`config.mk`:
```
export PLATFORM = sky130hd
export DESIGN_NAME = prime_search_ctrl
export DESIGN_NICKNAME = d
export VERILOG_FILES = /design/src/rtl/prime_search_ctrl.sv
export SDC_FILE = /design/constraint.sdc
export NUM_CORES = 1
export LEC_CHECK = 0
export CORE_MARGIN = 4
export CORE_UTILIZATION = 47
export CTS_CLUSTER_DIAMETER = 150
export DETAILED_ROUTE_END_ITERATION = 10
export GPL_ROUTABILITY_DRIVEN = 1
export PLACE_DENSITY = 0.86
export REMOVE_ABC_BUFFERS = 1
export SYNTH_ARGS = -nofsm -noshare
export SYNTH_HDL_FRONTEND = slang
export SYNTH_SLANG_ARGS = --single-unit
```
`constraint.sdc`:
```
create_clock -name i_clk -period 10.2 [get_ports i_clk]
set_input_delay 1.53 -clock i_clk [delete_from_list [all_inputs] [get_ports i_clk]]
set_output_delay 1.53 -clock i_clk [all_outputs]
set_load 0.005 [all_outputs]
```
`src/rtl/prime_search_ctrl.sv`:
```
// Sequencing controller that walks a candidate range and drives an external
// Miller-Rabin round engine, streaming accepted primes over valid/ready.
module prime_search_ctrl #(
  parameter int WIDTH       = 64,
  parameter int NUM_WITNESS = 4
) (
  input  logic             i_clk,
  input  logic             i_rst,
  input  logic             i_start,
  input  logic [WIDTH-1:0] i_start_value,
  input  logic [WIDTH-1:0] i_limit,
  input  logic             i_abort,
  output logic             o_eng_req,
  output logic [WIDTH-1:0] o_eng_n,
  output logic [WIDTH-1:0] o_eng_a,
  input  logic             i_eng_gnt,
  input  logic             i_eng_done,
  input  logic             i_eng_composite,
  output logic             o_prime_valid,
  input  logic             i_prime_ready,
  output logic [WIDTH-1:0] o_prime_data,
  output logic             o_busy,
  output logic             o_done,
  output logic [31:0]      o_prime_count
);

  localparam logic [2:0] S_IDLE   = 3'd0;
  localparam logic [2:0] S_FILTER = 3'd1;
  localparam logic [2:0] S_ISSUE  = 3'd2;
  localparam logic [2:0] S_WAIT   = 3'd3;
  localparam logic [2:0] S_EMIT   = 3'd4;
  localparam logic [2:0] S_NEXT   = 3'd5;
  localparam logic [2:0] S_DRAIN  = 3'd6;
  localparam logic [2:0] S_DONE   = 3'd7;

  localparam logic [3:0]       W_LAST   = 4'(NUM_WITNESS - 1);
  localparam logic [WIDTH-1:0] CAND_TWO = WIDTH'(2);
  localparam logic [WIDTH-1:0] CAND_MAX = {WIDTH{1'b1}};
  localparam logic [31:0]      CNT_MAX  = 32'hFFFF_FFFF;

  function automatic logic [5:0] witness_base(input logic [3:0] idx);
    case (idx)
      4'd0:    witness_base = 6'd2;
      4'd1:    witness_base = 6'd3;
      4'd2:    witness_base = 6'd5;
      4'd3:    witness_base = 6'd7;
      4'd4:    witness_base = 6'd11;
      4'd5:    witness_base = 6'd13;
      4'd6:    witness_base = 6'd17;
      4'd7:    witness_base = 6'd19;
      4'd8:    witness_base = 6'd23;
      4'd9:    witness_base = 6'd29;
      4'd10:   witness_base = 6'd31;
      default: witness_base = 6'd37;
    endcase
  endfunction

  logic [2:0]       r_state;
  logic [WIDTH-1:0] r_cand;
  logic [WIDTH-1:0] r_lim;
  logic [3:0]       r_w;
  logic             r_eng_req;
  logic [WIDTH-1:0] r_eng_n;
  logic [WIDTH-1:0] r_eng_a;
  logic             r_prime_valid;
  logic [WIDTH-1:0] r_prime_data;
  logic             r_busy;
  logic             r_done;
  logic [31:0]      r_prime_count;

  logic [WIDTH-1:0] w_base;
  logic             w_skip;
  logic             w_last;

  // current witness base and whether it is too large to be meaningful
  always_comb begin
    w_base = {{(WIDTH-6){1'b0}}, witness_base(r_w)};
    w_skip = (w_base >= r_cand);
    w_last = (r_w == W_LAST);
  end

  // controller state machine; every output is a register updated here
  always_ff @(posedge i_clk or posedge i_rst) begin
    if (i_rst) begin
      r_state       <= S_IDLE;
      r_cand        <= '0;
      r_lim         <= '0;
      r_w           <= 4'd0;
      r_eng_req     <= 1'b0;
      r_eng_n       <= '0;
      r_eng_a       <= '0;
      r_prime_valid <= 1'b0;
      r_prime_data  <= '0;
      r_busy        <= 1'b0;
      r_done        <= 1'b0;
      r_prime_count <= 32'd0;
    end else begin
      case (r_state)
        S_IDLE, S_DONE: begin
          if (i_start && !i_abort) begin
            r_cand        <= i_start_value;
            r_lim         <= i_limit;
            r_w           <= 4'd0;
            r_prime_count <= 32'd0;
            if (i_start_value > i_limit) begin
              r_state <= S_DONE;
              r_busy  <= 1'b0;
              r_done  <= 1'b1;
            end else begin
              r_state <= S_FILTER;
              r_busy  <= 1'b1;
              r_done  <= 1'b0;
            end
          end
        end
        S_FILTER: begin
          if (i_abort) begin
            r_state <= S_IDLE;
            r_busy  <= 1'b0;
          end else if (r_cand < CAND_TWO) begin
            r_state <= S_NEXT;
          end else if (r_cand == CAND_TWO) begin
            r_state       <= S_EMIT;
            r_prime_valid <= 1'b1;
            r_prime_data  <= r_cand;
          end else if (!r_cand[0]) begin
            r_state <= S_NEXT;
          end else begin
            r_w     <= 4'd0;
            r_state <= S_ISSUE;
          end
        end
        S_ISSUE: begin
          // a grant in the abort cycle leaves a result in flight that must be drained
          if (r_eng_req && i_eng_gnt) begin
            r_eng_req <= 1'b0;
            r_state   <= i_abort ? S_DRAIN : S_WAIT;
          end else if (i_abort) begin
            r_eng_req <= 1'b0;
            r_state   <= S_IDLE;
            r_busy    <= 1'b0;
          end else if (!r_eng_req) begin
            if (w_skip) begin
              if (w_last) begin
                r_state       <= S_EMIT;
                r_prime_valid <= 1'b1;
                r_prime_data  <= r_cand;
              end else begin
                r_w <= r_w + 4'd1;
              end
            end else begin
              r_eng_req <= 1'b1;
              r_eng_n   <= r_cand;
              r_eng_a   <= w_base;
            end
          end
        end
        S_WAIT: begin
          if (i_eng_done) begin
            if (i_abort) begin
              r_state <= S_IDLE;
              r_busy  <= 1'b0;
            end else if (i_eng_composite) begin
              r_state <= S_NEXT;
            end else if (w_last) begin
              r_state       <= S_EMIT;
              r_prime_valid <= 1'b1;
              r_prime_data  <= r_cand;
            end else begin
              r_w     <= r_w + 4'd1;
              r_state <= S_ISSUE;
            end
          end else if (i_abort) begin
            r_state <= S_DRAIN;
          end
        end
        S_EMIT: begin
          if (i_abort) begin
            r_prime_valid <= 1'b0;
            r_state       <= S_IDLE;
            r_busy        <= 1'b0;
          end else if (i_prime_ready) begin
            r_prime_valid <= 1'b0;
            r_state       <= S_NEXT;
            if (r_prime_count != CNT_MAX) begin
              r_prime_count <= r_prime_count + 32'd1;
            end
          end
        end
        S_NEXT: begin
          if (i_abort) begin
            r_state <= S_IDLE;
            r_busy  <= 1'b0;
          end else if ((r_cand == r_lim) || (r_cand == CAND_MAX)) begin
            r_state <= S_DONE;
            r_busy  <= 1'b0;
            r_done  <= 1'b1;
          end else begin
            r_cand  <= r_cand + CAND_TWO - WIDTH'(1);
            r_state <= S_FILTER;
          end
        end
        S_DRAIN: begin
          if (i_eng_done) begin
            r_state <= S_IDLE;
            r_busy  <= 1'b0;
          end
        end
        default: begin
          r_state       <= S_IDLE;
          r_eng_req     <= 1'b0;
          r_prime_valid <= 1'b0;
          r_busy        <= 1'b0;
          r_done        <= 1'b0;
        end
      endcase
    end
  end

  assign o_eng_req     = r_eng_req;
  assign o_eng_n       = r_eng_n;
  assign o_eng_a       = r_eng_a;
  assign o_prime_valid = r_prime_valid;
  assign o_prime_data  = r_prime_data;
  assign o_busy        = r_busy;
  assign o_done        = r_done;
  assign o_prime_count = r_prime_count;

endmodule

```
==> impl_metrics.ini <==
[cells_and_area]
final_util_pct = 58.8
final_cell_mix = clkdlybuf4s50_1 (305), dfrtp_1 (305), nand2_1 (201)
area_delta_synth_final_pct = 23.7
nets = 2277
drive_gt1_share_pct = 7.40
final_cell_count_no_fill = 2557

[route]
vias = 15200
ant_nets = 0
drc = 0
dr.pass1.iters = 7
wl_per_cell_um = 21.5
wirelength_mm = 54.9
vias_per_cell = 5.93
drt_iter0_drc = 1806

[floorplanning]
initial_utilization_pct = 47.5
die_y_um = 200
io_pins = 364
core_area_sq_um = 36500
die_area_sq_um = 40100
std_cell_rows = 70
die_w_um = 200

[sta]
fmax_mhz = 237
tightest_slew_ns = 1.14
fin_crit_sh_pct = 41.4
slew_headroom_pct = 23.8
final-setup-viol-count = 0
clock-skew-final_ns = 0.0240
tns_ns = 0
rsz0062_at_grt = false
hold_viol_final = 0
hold_ws_ns = 0.483
slew_violations = 0
min_period_ns = 4.23

[critical_path]
required_ns = 10.67
worst-setup-path-type = input pin to flip-flop
max_stage_delay_ns = 0.74
ff2ff_setup_slack_ns = 6.01
cpMostUsedCell = buf_4
r2r_end = r_cand[51]$_DFFE_PP0P_
reg2regPathDepth = 9
arrival_ns = 4.70
r2r_start = r_cand[0]$_DFFE_PP0P_
slowest_stage = clkdlybuf4s50_1
crit_path_end_kind = flip-flop
worstPathCellList = clkdlybuf4s50_1 > nand2b_1 > a21o_4 > o41ai_4 > buf_4 > buf_4 > a21boi_0 > o2bb2a_1
critical_path.max_fanout = 72
startpoint_type = input pin

[placement]
dp_cells = 2492
hpwl_mm = 40.6
gp_congestion = 0.979
portBuffers = 305

[clock_tree]
insertion_delay_ns = 0.54
cts_made_buffers = 35
postCtsHoldBufs = 0
cts.sinks = 305
cts-root-buf = clkbuf_16
cts_tree = yes
htreeDepth = 2
clk_pin_slew_ns = 0.06
cts_buffer_depth = 3
post_cts_resized = 0
post_cts_buffers = 0

[logic_synthesis]
synthArstFlopShare_pct = 100
synthCells = 1834
ys_seq_area_share_pct = 44.0
synth_warnings = 0
ys.flop_type = dfrtp_1
synth-seq-cells = 305
yosysTopAreaCell = dfrtp_1
synthesis.area_sq_um = 17400
synth_top_cell_area_share_pct = 44.0
synth_cell_types = 75
synth_area_leaders = dfrtp_1 (44%), ha_1 (5.8%), mux2_2 (4.5%)
synth-edff-count = 0
syn_avg_cell_area_sq_um = 9.47

[hold_path]
holdPathStages = 1
min_to = o_prime_data[40]$_DFFE_PP0P_
hp-start = o_prime_data[40]$_DFFE_PP0P_
hold_class = flip-flop to flip-flop

[pwr]
pwr_density_cell_nw_per_um2 = 280
p_total_w = 0.00602
p_leak_nw = 9.17
ir_drop_v = 0.000176

[global_routing]
grt.total_usage_pct = 26.4
grt-ovfl-total = 0
antenna_found_initial = 8
grt_pass1_wl_mm = 86.0
grt_pass1_vias = 15400
grt_start_max_net_pins = 128

[status]
status = completed

[flow_run]
maxCapViolCount = 0
Yosys cell counts (7+ instances only):
cell	instances
dfrtp_1	305
nand2_1	201
a21oi_1	151
o21ai_0	134
inv_1	98
clkbuf_1	91
ha_1	80
xor2_1	80
mux2_2	70
nor2_1	68
mux2_1	65
nand4_1	59
buf_4	58
nand3_1	57
nor4_1	45
o22ai_1	31
nor3_1	22
a21o_1	19
buf_2	19
and3_1	16
or3_1	12
buf_1	11
a31oi_1	9
o31ai_1	9
a211oi_1	8
o211ai_1	8
nand2b_1	7
worst max-delay path, delay by kind of cell:
| kind | cells | cell delay (ns) |
|---|---|---|
| AOI/OAI and AO/OA | 4 | 0.74 |
| buffers and inverters | 3 | 1.94 |
| and+or+nand+nor | 1 | 0.40 |
where the power goes:
group | internal (W) | leakage (nW) | total (W) | switching [W]
Clock | 0.000729 | 0.539 | 0.00124 | 0.000510
Combinational | 0.00119 | 4.93 | 0.00237 | 0.00117
Sequential | 0.00174 | 3.70 | 0.00242 | 0.000680
stage by stage:
stage | instance area [sq um] | setup WS, ns
global placement | 20400 | 5.63
CTS | 21500 | 6.09
floorplan | 16600 | 0.239
finish | 21500 | 5.97
detailed placement | 20400 | 5.58
global route | 21500 | 5.81
registers in the layout (all words and copies together) (netlist names):
signal	cells
o_busy	1
o_done	1
o_eng_a	6
o_eng_n	64
o_eng_req	1
o_prime_count	32
o_prime_data	64
o_prime_valid	1
r_cand	64
r_lim	64
r_state	3
r_w	4
routing by layer:
metal	wire, um	track usage, %	vias to the layer above
li1	-	-	6832
met1	21000	32.6	7321
met2	26500	44.7	825
met3	4820	5.93	177
met4	2570	11.5	2
met5	13	0	-
area by class of cell:
class | instances | area (sq um)
Timing Repair Buffer | 319 | 3160
Sequential cell | 305 | 7630
Clock inverter | 9 | 116
Multi-Input combinational cell | 1301 | 8610
Clock buffer | 49 | 990
Tap cell | 468 | 586
Antenna cell | 7 | 17.5
Inverter | 99 | 379
Fill cell | 2985 | 15000
worst max path at each step:
stage / cells past startpoint / startpoint / slack, ns / end
after detailed placement: 8 / i_abort / 5.58 / r_cand[51]$_DFFE_PP0P_
after global placement: 8 / i_abort / 5.63 / r_cand[51]$_DFFE_PP0P_
after global routing: 11 / r_w[0]$_DFFE_PP0P_ / 5.81 / o_prime_data[28]$_DFFE_PP0P_
after CTS: 8 / i_abort / 6.09 / r_cand[51]$_DFFE_PP0P_
final: 8 / i_abort / 5.97 / r_cand[51]$_DFFE_PP0P_
after floorplan: 1 / i_rst / 0.24 / o_busy$_DFFE_PP0P_
logic make-up (layout without fill, tap and decap cells):
family | Yosys count | in the layout | synth area share, %
compound gates | 417 | 417 | 14.1
xor+xnor | 86 | 86 | 4.34
fa+ha+maj | 80 | 80 | 5.76
buf+inv | 285 | 476 | 7.98
flops | 305 | 305 | 44.0
mux | 141 | 141 | 9.10
other cells | 1 | 65 | 0.0216
simple gates | 519 | 519 | 14.7
Note: power is estimated with default switching activity, not from simulation.
